==> src/rtl/bp_cacc_wormhole_packet_assembler.sv <==
// Wormhole receive side: collects a header flit plus len body flits into one packet
// buffer and hands it to the consumer over valid/yumi.
module bp_cacc_wormhole_packet_assembler #(
   parameter int flit_width_p        = 64,
   parameter int cord_width_p        = 7,
   parameter int len_width_p         = 4,
   parameter int max_payload_width_p = 512,
   localparam int packet_width_lp    = cord_width_p + len_width_p + max_payload_width_p
) (
   input  logic                       clk_i,
   input  logic                       reset_n_i,
   input  logic [flit_width_p-1:0]    flit_i,
   input  logic                       flit_v_i,
   output logic                       flit_ready_and_o,
   output logic [packet_width_lp-1:0] packet_o,
   output logic                       packet_v_o,
   input  logic                       packet_yumi_i,
   output logic                       overflow_o
);

   localparam int max_flits_lp = (packet_width_lp + flit_width_p - 1) / flit_width_p;
   localparam int max_len_lp   = max_flits_lp - 1;
   localparam int slot_w_lp    = $clog2(max_flits_lp + 1);
   localparam logic [slot_w_lp-1:0] max_len_s_lp = slot_w_lp'(max_len_lp);

   typedef enum logic [1:0] {IDLE, BODY, FULL} state_e;

   state_e                 state_q, state_n;
   logic [len_width_p-1:0] rem_q, rem_n, hdr_len;
   logic [slot_w_lp-1:0]   slot_q, slot_n;
   logic                   rdy_q, v_q, ovf_q;
   logic                   accept, hdr_acc, body_wr;

   assign hdr_len = flit_i[cord_width_p +: len_width_p];
   assign accept  = flit_v_i & rdy_q;
   assign hdr_acc = accept & (state_q == IDLE);
   // Body flits past the last slot are still consumed, just not stored.
   assign body_wr = accept & (state_q == BODY) & (slot_q <= max_len_s_lp);

   always_comb begin
      state_n = state_q;
      rem_n   = rem_q;
      slot_n  = slot_q;
      case (state_q)
         IDLE: if (accept) begin
            rem_n   = hdr_len;
            slot_n  = slot_w_lp'(1);
            state_n = (hdr_len == '0) ? FULL : BODY;
         end
         BODY: if (accept) begin
            rem_n = rem_q - 1'b1;
            if (body_wr) slot_n = slot_q + 1'b1;
            if (rem_q == len_width_p'(1)) state_n = FULL;
         end
         FULL: if (packet_yumi_i) state_n = IDLE;
         default: state_n = IDLE;
      endcase
   end

   // Handshake outputs are registered decodes of the next state.
   always_ff @(posedge clk_i or negedge reset_n_i) begin
      if (!reset_n_i) begin
         state_q <= IDLE;
         rem_q   <= '0;
         slot_q  <= '0;
         rdy_q   <= 1'b0;
         v_q     <= 1'b0;
         ovf_q   <= 1'b0;
      end else begin
         state_q <= state_n;
         rem_q   <= rem_n;
         slot_q  <= slot_n;
         rdy_q   <= (state_n != FULL);
         v_q     <= (state_n == FULL);
         if (hdr_acc && (32'(hdr_len) > max_len_lp)) ovf_q <= 1'b1;
      end
   end

   // One register per slot; the last slot only keeps the bits that fit in the packet.
   for (genvar k = 0; k < max_flits_lp; k++) begin : g_slot
      localparam int lo_lp = k * flit_width_p;
      localparam int w_lp  = (packet_width_lp - lo_lp < flit_width_p) ?
                             (packet_width_lp - lo_lp) : flit_width_p;
      logic [w_lp-1:0] q;

      always_ff @(posedge clk_i or negedge reset_n_i) begin
         if (!reset_n_i)
            q <= '0;
         else if (hdr_acc)
            q <= (k == 0) ? flit_i[w_lp-1:0] : '0;
         else if (body_wr && (slot_q == slot_w_lp'(k)))
            q <= flit_i[w_lp-1:0];
      end

      assign packet_o[lo_lp +: w_lp] = q;
   end

   assign flit_ready_and_o = rdy_q;
   assign packet_v_o       = v_q;
   assign overflow_o       = ovf_q;

   a_yumi_in_full: assert property (@(posedge clk_i) disable iff (!reset_n_i)
                                    packet_yumi_i |-> packet_v_o);

endmodule

==> config.mk <==
export PLATFORM = sky130hd
export DESIGN_NAME = bp_cacc_wormhole_packet_assembler
export DESIGN_NICKNAME = d
export VERILOG_FILES = /design/src/rtl/bp_cacc_wormhole_packet_assembler.sv
export SDC_FILE = /design/constraint.sdc
export NUM_CORES = 1
export LEC_CHECK = 0
export BUFFER_PORTS_ARGS = -buffer_cell sky130_fd_sc_hd__buf_2
export CAP_MARGIN = 10
export CELL_PAD_IN_SITES_DETAIL_PLACEMENT = 1
export CELL_PAD_IN_SITES_GLOBAL_PLACEMENT = 1
export CORE_UTILIZATION = 43
export DETAILED_ROUTE_END_ITERATION = 10
export PLACE_DENSITY = 0.91
export REMOVE_ABC_BUFFERS = 1
export SLEW_MARGIN = 20
export SYNTH_ARGS = -nofsm -noshare
export SYNTH_HDL_FRONTEND = slang
export SYNTH_SLANG_ARGS = --single-unit
==> constraint.sdc <==
create_clock -name clk_i -period 6.1 [get_ports clk_i]
set_input_delay 1.22 -clock clk_i [delete_from_list [all_inputs] [get_ports clk_i]]
set_output_delay 1.22 -clock clk_i [all_outputs]
set_load 0.005 [all_outputs]
==> results of run 1 <==
final cells by class:
cell class | instances | area, sq um
Fill cell | 5887 | 23730
Tap cell | 680 | 850.8
Sequential cell | 536 | 13420
Clock buffer | 90 | 1823
Clock inverter | 16 | 171.4
Inverter | 6 | 22.52
Multi-Input combinational cell | 1541 | 8317
Timing Repair Buffer | 623 | 3281
through the flow:
| step | utilization | setup WS (ns) |
|---|---|---|
| floorplan | - | -6.698 |
| global placement | 0.5005 | 2.329 |
| detailed placement | 0.5005 | 2.165 |
| CTS | 0.5391 | 2.479 |
| global route | 0.5402 | 2.314 |
| finish | 0.5402 | 2.483 |
how the worst max path moves through the flow:
stage / depth (start not counted) / end / slack [ns]
after floorplan: 3 / g_slot[1].q[26]$_DFFE_PN0P_ / -6.70
after global placement: 5 / g_slot[2].q[1]$_DFFE_PN0P_ / 2.33
after detailed placement: 5 / g_slot[3].q[25]$_DFFE_PN0P_ / 2.17
after CTS: 4 / g_slot[2].q[13]$_DFFE_PN0P_ / 2.48
after global routing: 4 / g_slot[2].q[13]$_DFFE_PN0P_ / 2.31
final: 4 / g_slot[2].q[13]$_DFFE_PN0P_ / 2.48
layer usage:
metal | global-route usage | wire (um) | up-vias
met4 | 0.2088 | 5937 | 0
li1 | - | - | 8854
met5 | 0 | 0 | -
met1 | 0.4194 | 34910 | 11250
met2 | 0.5680 | 45530 | 1228
met3 | 0.08305 | 7782 | 357
Yosys cell counts, types with 2 or more instances:
cell	number	share of area
buf_1	31	0.0052
inv_1	6	0.0010
buf_6	5	0.0025
nand2b_1	3	0.00083
nor3_1	3	0.00066
ha_1	6	0.0033
mux2_2	60	0.030
nand3_1	377	0.084
mux2i_1	71	0.031
nor2_1	6	0.0010
o21ai_0	262	0.058
dfrtp_1	536	0.59
a21oi_1	3	0.00066
buf_4	2	0.00066
nand3b_1	3	0.0010
mux2_1	4	0.0020
and2_1	6	0.0017
clkbuf_1	152	0.025
nand2_1	561	0.093
o211ai_1	129	0.043
o21ai_1	2	0.00044
nand4_1	13	0.0036
and4_1	2	0.00078
a31o_2	2	0.00078
o22ai_1	4	0.0011
buf_2	27	0.0060
and3b_1	3	0.0012
or2_2	3	0.00083
nor3b_1	3	0.0010
power by group:
part | switching [mW] | total (mW) | leakage (nW) | internal [mW]
Clock | 1.51 | 3.68 | 0.989 | 2.17
Combinational | 3.76 | 5.93 | 6.08 | 2.18
Sequential | 1.11 | 6.14 | 6.92 | 5.03
state kept, by name (all words and copies together), names as in the netlist:
name / flops
g_slot.q: 523
rem_q: 4
slot_q: 4
state_q: 2
flit_ready_and_o: 1
overflow_o: 1
packet_v_o: 1
placed cells by master (no fill, tap or decap), types with 4 or more instances in the layout:
| cell type | n |
|---|---|
| o22ai_1 | 4 |
| nand2_1 | 561 |
| o21ai_0 | 262 |
| mux2i_1 | 71 |
| buf_2 | 592 |
| mux2_2 | 60 |
| nor2_1 | 6 |
| mux2_1 | 4 |
| nand3_1 | 377 |
| clkbuf_1 | 8 |
| nand4_1 | 13 |
| ha_1 | 6 |
| buf_4 | 25 |
| clkbuf_8 | 23 |
| clkbuf_16 | 59 |
| clkinv_2 | 8 |
| o211ai_1 | 129 |
| inv_1 | 6 |
| dfrtp_1 | 535 |
worst reg2reg max path, cell delays in order (launching register included):
cell and delay (ns):
dfrtp_4 0.90, and4b_4 0.97, and2_2 0.99, buf_4 0.42, o21ai_0 0.20
kinds of logic (layout without fill, tap and decap cells):
| family | after synthesis | in the layout | synth area share |
|---|---|---|---|
| fa+ha+maj | 6 | 6 | 0.003323 |
| buf+inv | 223 | 735 | 0.04054 |
| flops | 536 | 536 | 0.5936 |
| compound gates | 411 | 411 | 0.1075 |
| simple gates | 989 | 989 | 0.1916 |
| mux | 135 | 135 | 0.06335 |
==> results.toml, run 1 <==
[run_status]
outcome = "complete, no violations"

[clocking]
post_cts_resized = 0
cts_sinks = 536
cts-hold-fix-buffers = 0
cts_tree = "done"
clock_latency_ns = 0.63
clkTransAtPathRegs_ns = 0.06
clockBufferDepth = 3
htreeDepth = 2
cts_buffers = 57
postCtsSetupBuffers = 0
cts_root_buffer = "clkbuf_16"

[synth]
synth_area_sq_mm = 0.02259
synth_edf_count = 0
async_reset_ff_frac = 1.000
ys_seq_area_frac = 0.5936
ys_ff_latch = 536
avgSynthCellArea_sq_um = 9.824
synth_cell_types = 44
synth_cells = 2300
yosysWarnings = 0
ys.flop_type = "dfrtp_1"

[detailed_routing]
drc = 0
detail-route-antenna-nets = 0
routedWlPerCell_um = 26.96
num_vias = 21690
drt_wl_total_um = 94160
dr.pass1.iters = 6
dr.first_iter.drc_count = 1923
viasPerCell = 6.210

[setup_path]
worstPathArrival_ns = 4.09
path_class = "flop to flop"
reg2reg_to = "g_slot[2].q[13]$_DFFE_PN0P_"
slowest_delay_ns = 0.97
ff2ff_setup_slack_ns = 2.48
cp_num_buf_inv = 1
end_kind = "flop"
crit_path_top_delay_cell = "and2_2"
crit_start = "state_q[0]$_DFF_PN0_"
cp_top_family = "simple AND/OR/NAND/NOR gates"
path_cells = "and4b_4 > and2_2 > buf_4 > o21ai_0"
worstRegToRegCells = 4
r2r-start = "state_q[0]$_DFF_PN0_"
worstPathMaxFanout = 60
cp.required_ns = 6.57
start_kind = "flop"

[worst_hold_path]
worst_hold_path_type = "flop to flop"
holdCritStartpoint = "g_slot[0].q[53]$_DFFE_PN0P_"
hold_end = "g_slot[0].q[53]$_DFFE_PN0P_"
whs_path_depth = 1

[cells_and_area]
drive_above_1_share = 0.2852
num_antenna_cells = 0
design_area_sq_mm = 0.02788
nets = 2839
syn_to_final_growth_pct = 23.40
stdcell_count = 3492

[placement]
hpwl_um = 56580
port_buffers = 593
dp_cells = 3384
placed_cell_area_sq_mm = 0.02583
gp_congestion = 0.8317

[grt]
grt-ovfl-total = 0
grt_max_degree = 178
grt_pass1_vias = 23240
antenna_found_initial = 0
grt_pass1_wl_um = 142400
grtUsageTotal = 0.3485

[job]
maxCapViolCount = 0

[timing]
period_share = 0.5930
rsz0062_at_grt = "false"
tightest_slew_ns = 1.169
fin_crit_ns = 3.617
hold_viol_final = 0
slew_viol_final = 0
setup-tns-final_ns = 0
slew_headroom = 0.2209
finClkSkew_ns = 0.02699
fmax_mhz = 276.4
setup_viol = 0
hold_ws_ns = 0.4846

[power]
pwr_density_cell_mw_per_mm2 = 565.1
p_leak_nw = 13.98
peakVddDrop_uv = 329.6
power_mw = 15.76

[floorplanning]
die_y_um = 231.2
die_area_sq_mm = 0.05347
core_sq_mm = 0.05161
std_cell_rows = 83
io_pins = 594
start_util = 0.4378
fp.dieW_um = 231.2
No activity file was read; power rests on OpenSTA's default activity.
==> run 2, diff against run 1 <==
--- a/config.mk
+++ b/config.mk
@@ -9,9 +9,9 @@
 export CAP_MARGIN = 10
 export CELL_PAD_IN_SITES_DETAIL_PLACEMENT = 1
 export CELL_PAD_IN_SITES_GLOBAL_PLACEMENT = 1
-export CORE_UTILIZATION = 43
+export CORE_UTILIZATION = 40
 export DETAILED_ROUTE_END_ITERATION = 10
-export PLACE_DENSITY = 0.91
+export PLACE_DENSITY = 0.86
 export REMOVE_ABC_BUFFERS = 1
 export SLEW_MARGIN = 20
 export SYNTH_ARGS = -nofsm -noshare
==> constraint.sdc (replaced) <==
create_clock -name clk_i -period 3.71 [get_ports clk_i]
set_input_delay 0.742 -clock clk_i [delete_from_list [all_inputs] [get_ports clk_i]]
set_output_delay 0.742 -clock clk_i [all_outputs]
set_load 0.005 [all_outputs]
==> run 2 against run 1 <==
Compared with the run above: worst hold slack worse by 0.38 ns; setup slack worse by 1.5 ns; critical path depth up 2; design area up 0.86%; via count down 2.5%; power up 64%; combinational power up 65%; die area up 7.4%; critical endpoint is now g_slot[6].q[37]$_DFFE_PN0P_.
==> results.toml, run 2 (synthesis gave the netlist of run 1 again) <==
[job]
maxCapViolCount = 0

[cells_and_area]
fill_cells = 6324
nets = 2854
reg.largest.list = "g_slot.q: 523 flops, rem_q: 4 flops, slot_q: 4 flops"
final_cell_mix = "buf_2, nand2_1, dfrtp_1, nand3_1, o21ai_0"
drive_above_1_share = 0.2868
largest_register = "g_slot.q"
final_common_cell = "buf_2"
syn_to_final_growth_pct = 24.47
largest_reg_flops = 523
stdcell_count = 3572
num_antenna_cells = 0

[setup_path]
path_cells = "inv_1 > ha_1 > and3b_2 > and2_2 > buf_12 > o21ai_0"
worstPathArrival_ns = 3.19
cp.required_ns = 4.16
reg2reg_to = "g_slot[6].q[37]$_DFFE_PN0P_"
worstPathMaxFanout = 26
ff2ff_setup_slack_ns = 0.97
crit_path_top_delay_cell = "and3b_2"
slowest_delay_ns = 0.65
worstRegToRegCells = 6
r2r-start = "slot_q[0]$_DFFE_PN0P_"
path_class = "flop to flop"
start_kind = "flop"
end_kind = "flop"

[run_status]
outcome = "complete, no violations"

[power]
p_leak_nw = 14.05
power_mw = 25.77
peakVddDrop_uv = 597.2
pwr_density_cell_mw_per_mm2 = 916.5

[detailed_routing]
num_vias = 21150
viasPerCell = 5.922
drt_wl_total_um = 91570
dr.pass1.iters = 5
detail-route-antenna-nets = 0
drc = 0
dr.first_iter.drc_count = 1413
routedWlPerCell_um = 25.63

[grt]
grt_max_degree = 205
grt_pass1_wl_um = 138300
grtUsageTotal = 0.3140
grt-ovfl-total = 0
antenna_found_initial = 2
grt_pass1_vias = 22600

[floorplanning]
io_pins = 594
start_util = 0.4077
die_area_sq_mm = 0.05744
core_sq_mm = 0.05542
fp.dieW_um = 239.7
die_y_um = 239.7
std_cell_rows = 86

[timing]
tightest_slew_ns = 1.081
hold_viol_final = 0
slew_viol_final = 0
finClkSkew_ns = 0.01054
fmax_mhz = 364.6
setup_viol = 0
period_share = 0.7393
slew_headroom = 0.2792
rsz0062_at_grt = "false"
worst_slack_ns = 0.9673
fin_crit_ns = 2.743

[worst_hold_path]
worst_hold_path_type = "input pin to asynchronous set/reset pin"

[clocking]
htreeDepth = 2
clkTransAtPathRegs_ns = 0.06
cts-hold-fix-buffers = 0
clockBufferDepth = 3
cts_buffers = 57
clock_latency_ns = 0.60
postCtsSetupBuffers = 0
post_cts_resized = 0
cts_sinks = 536
cts_root_buffer = "clkbuf_16"
cts_tree = "done"

[placement]
pre_cts_slack_ns = 0.9864
dp_cells = 3469
gp_congestion = 0.8320
hpwl_um = 55810
port_buffers = 593
-- run 2: cell types whose count changed in the layout (fill, tap and decap cells not counted), moves of 2 or more --
cell	previous run	this run
buf_12	3	13
clkbuf_8	23	17
inv_6	3	1
buf_4	25	32
bufinv_16	3	6
clkbuf_1	8	12
buf_16	2	0
clkbuf_16	59	57
-- run 2: per-layer routing --
layer  track usage  share of wire
met2        0.5202           0.49
met4        0.1816          0.061
met5             0        0.00026
met1        0.3814           0.38
met3       0.06120          0.069
-- run 2: layout make-up --
class / instances / area, sq um / area share
inverter: 6 / 22.52 / 0.0008009
clock buffer: 86 / 1705 / 0.06064
clock inverter: 17 / 247.7 / 0.008809
sequential: 536 / 13420 / 0.4771
timing repair buffer: 638 / 3478 / 0.1237
multi-input combinational: 1541 / 8315 / 0.2957
tap: 748 / 935.9 / 0.03328
-- run 2: worst max-delay path: cells and delay by family, from the launching register on --
family / cells / cell delay, ns
compound gates: 1 / 0.19
fa+ha+maj: 1 / 0.18
simple gates: 2 / 1.30
buf+inv: 2 / 0.42
flops: 1 / 0.45
-- run 2: worst max-delay path by stage --
stage | start | end | slack, ns | cells past startpoint
after global routing | slot_q[0]$_DFFE_PN0P_ | g_slot[6].q[37]$_DFFE_PN0P_ | 0.94 | 6
final | slot_q[0]$_DFFE_PN0P_ | g_slot[6].q[37]$_DFFE_PN0P_ | 0.97 | 6
after global placement | flit_v_i | g_slot[2].q[33]$_DFFE_PN0P_ | 1.06 | 5
after floorplan | state_q[0]$_DFF_PN0_ | g_slot[1].q[26]$_DFFE_PN0P_ | -9.09 | 3
after CTS | slot_q[0]$_DFFE_PN0P_ | g_slot[6].q[37]$_DFFE_PN0P_ | 0.98 | 6
after detailed placement | flit_v_i | g_slot[2].q[48]$_DFFE_PN0P_ | 0.99 | 5
-- run 2: per-stage QoR --
step	cell area [sq um]	hold slack, ns	util	setup TNS, ns
after floorplan	21700	0.4464	-	-3012.06
after global placement	26170	0.4539	0.4722	0
after detailed placement	26170	0.4585	0.4722	0
after CTS	28120	0.1580	0.5075	0
after global routing	28120	0.1486	0.5075	0
final	28120	0.1019	0.5075	0
-- run 2: power by group --
part           total (mW)  switching, mW  internal, mW
clock                6.05           2.47          3.57
combinational        9.80           6.14          3.65
sequential           9.93           1.65          8.27
total                25.8           10.3          15.5
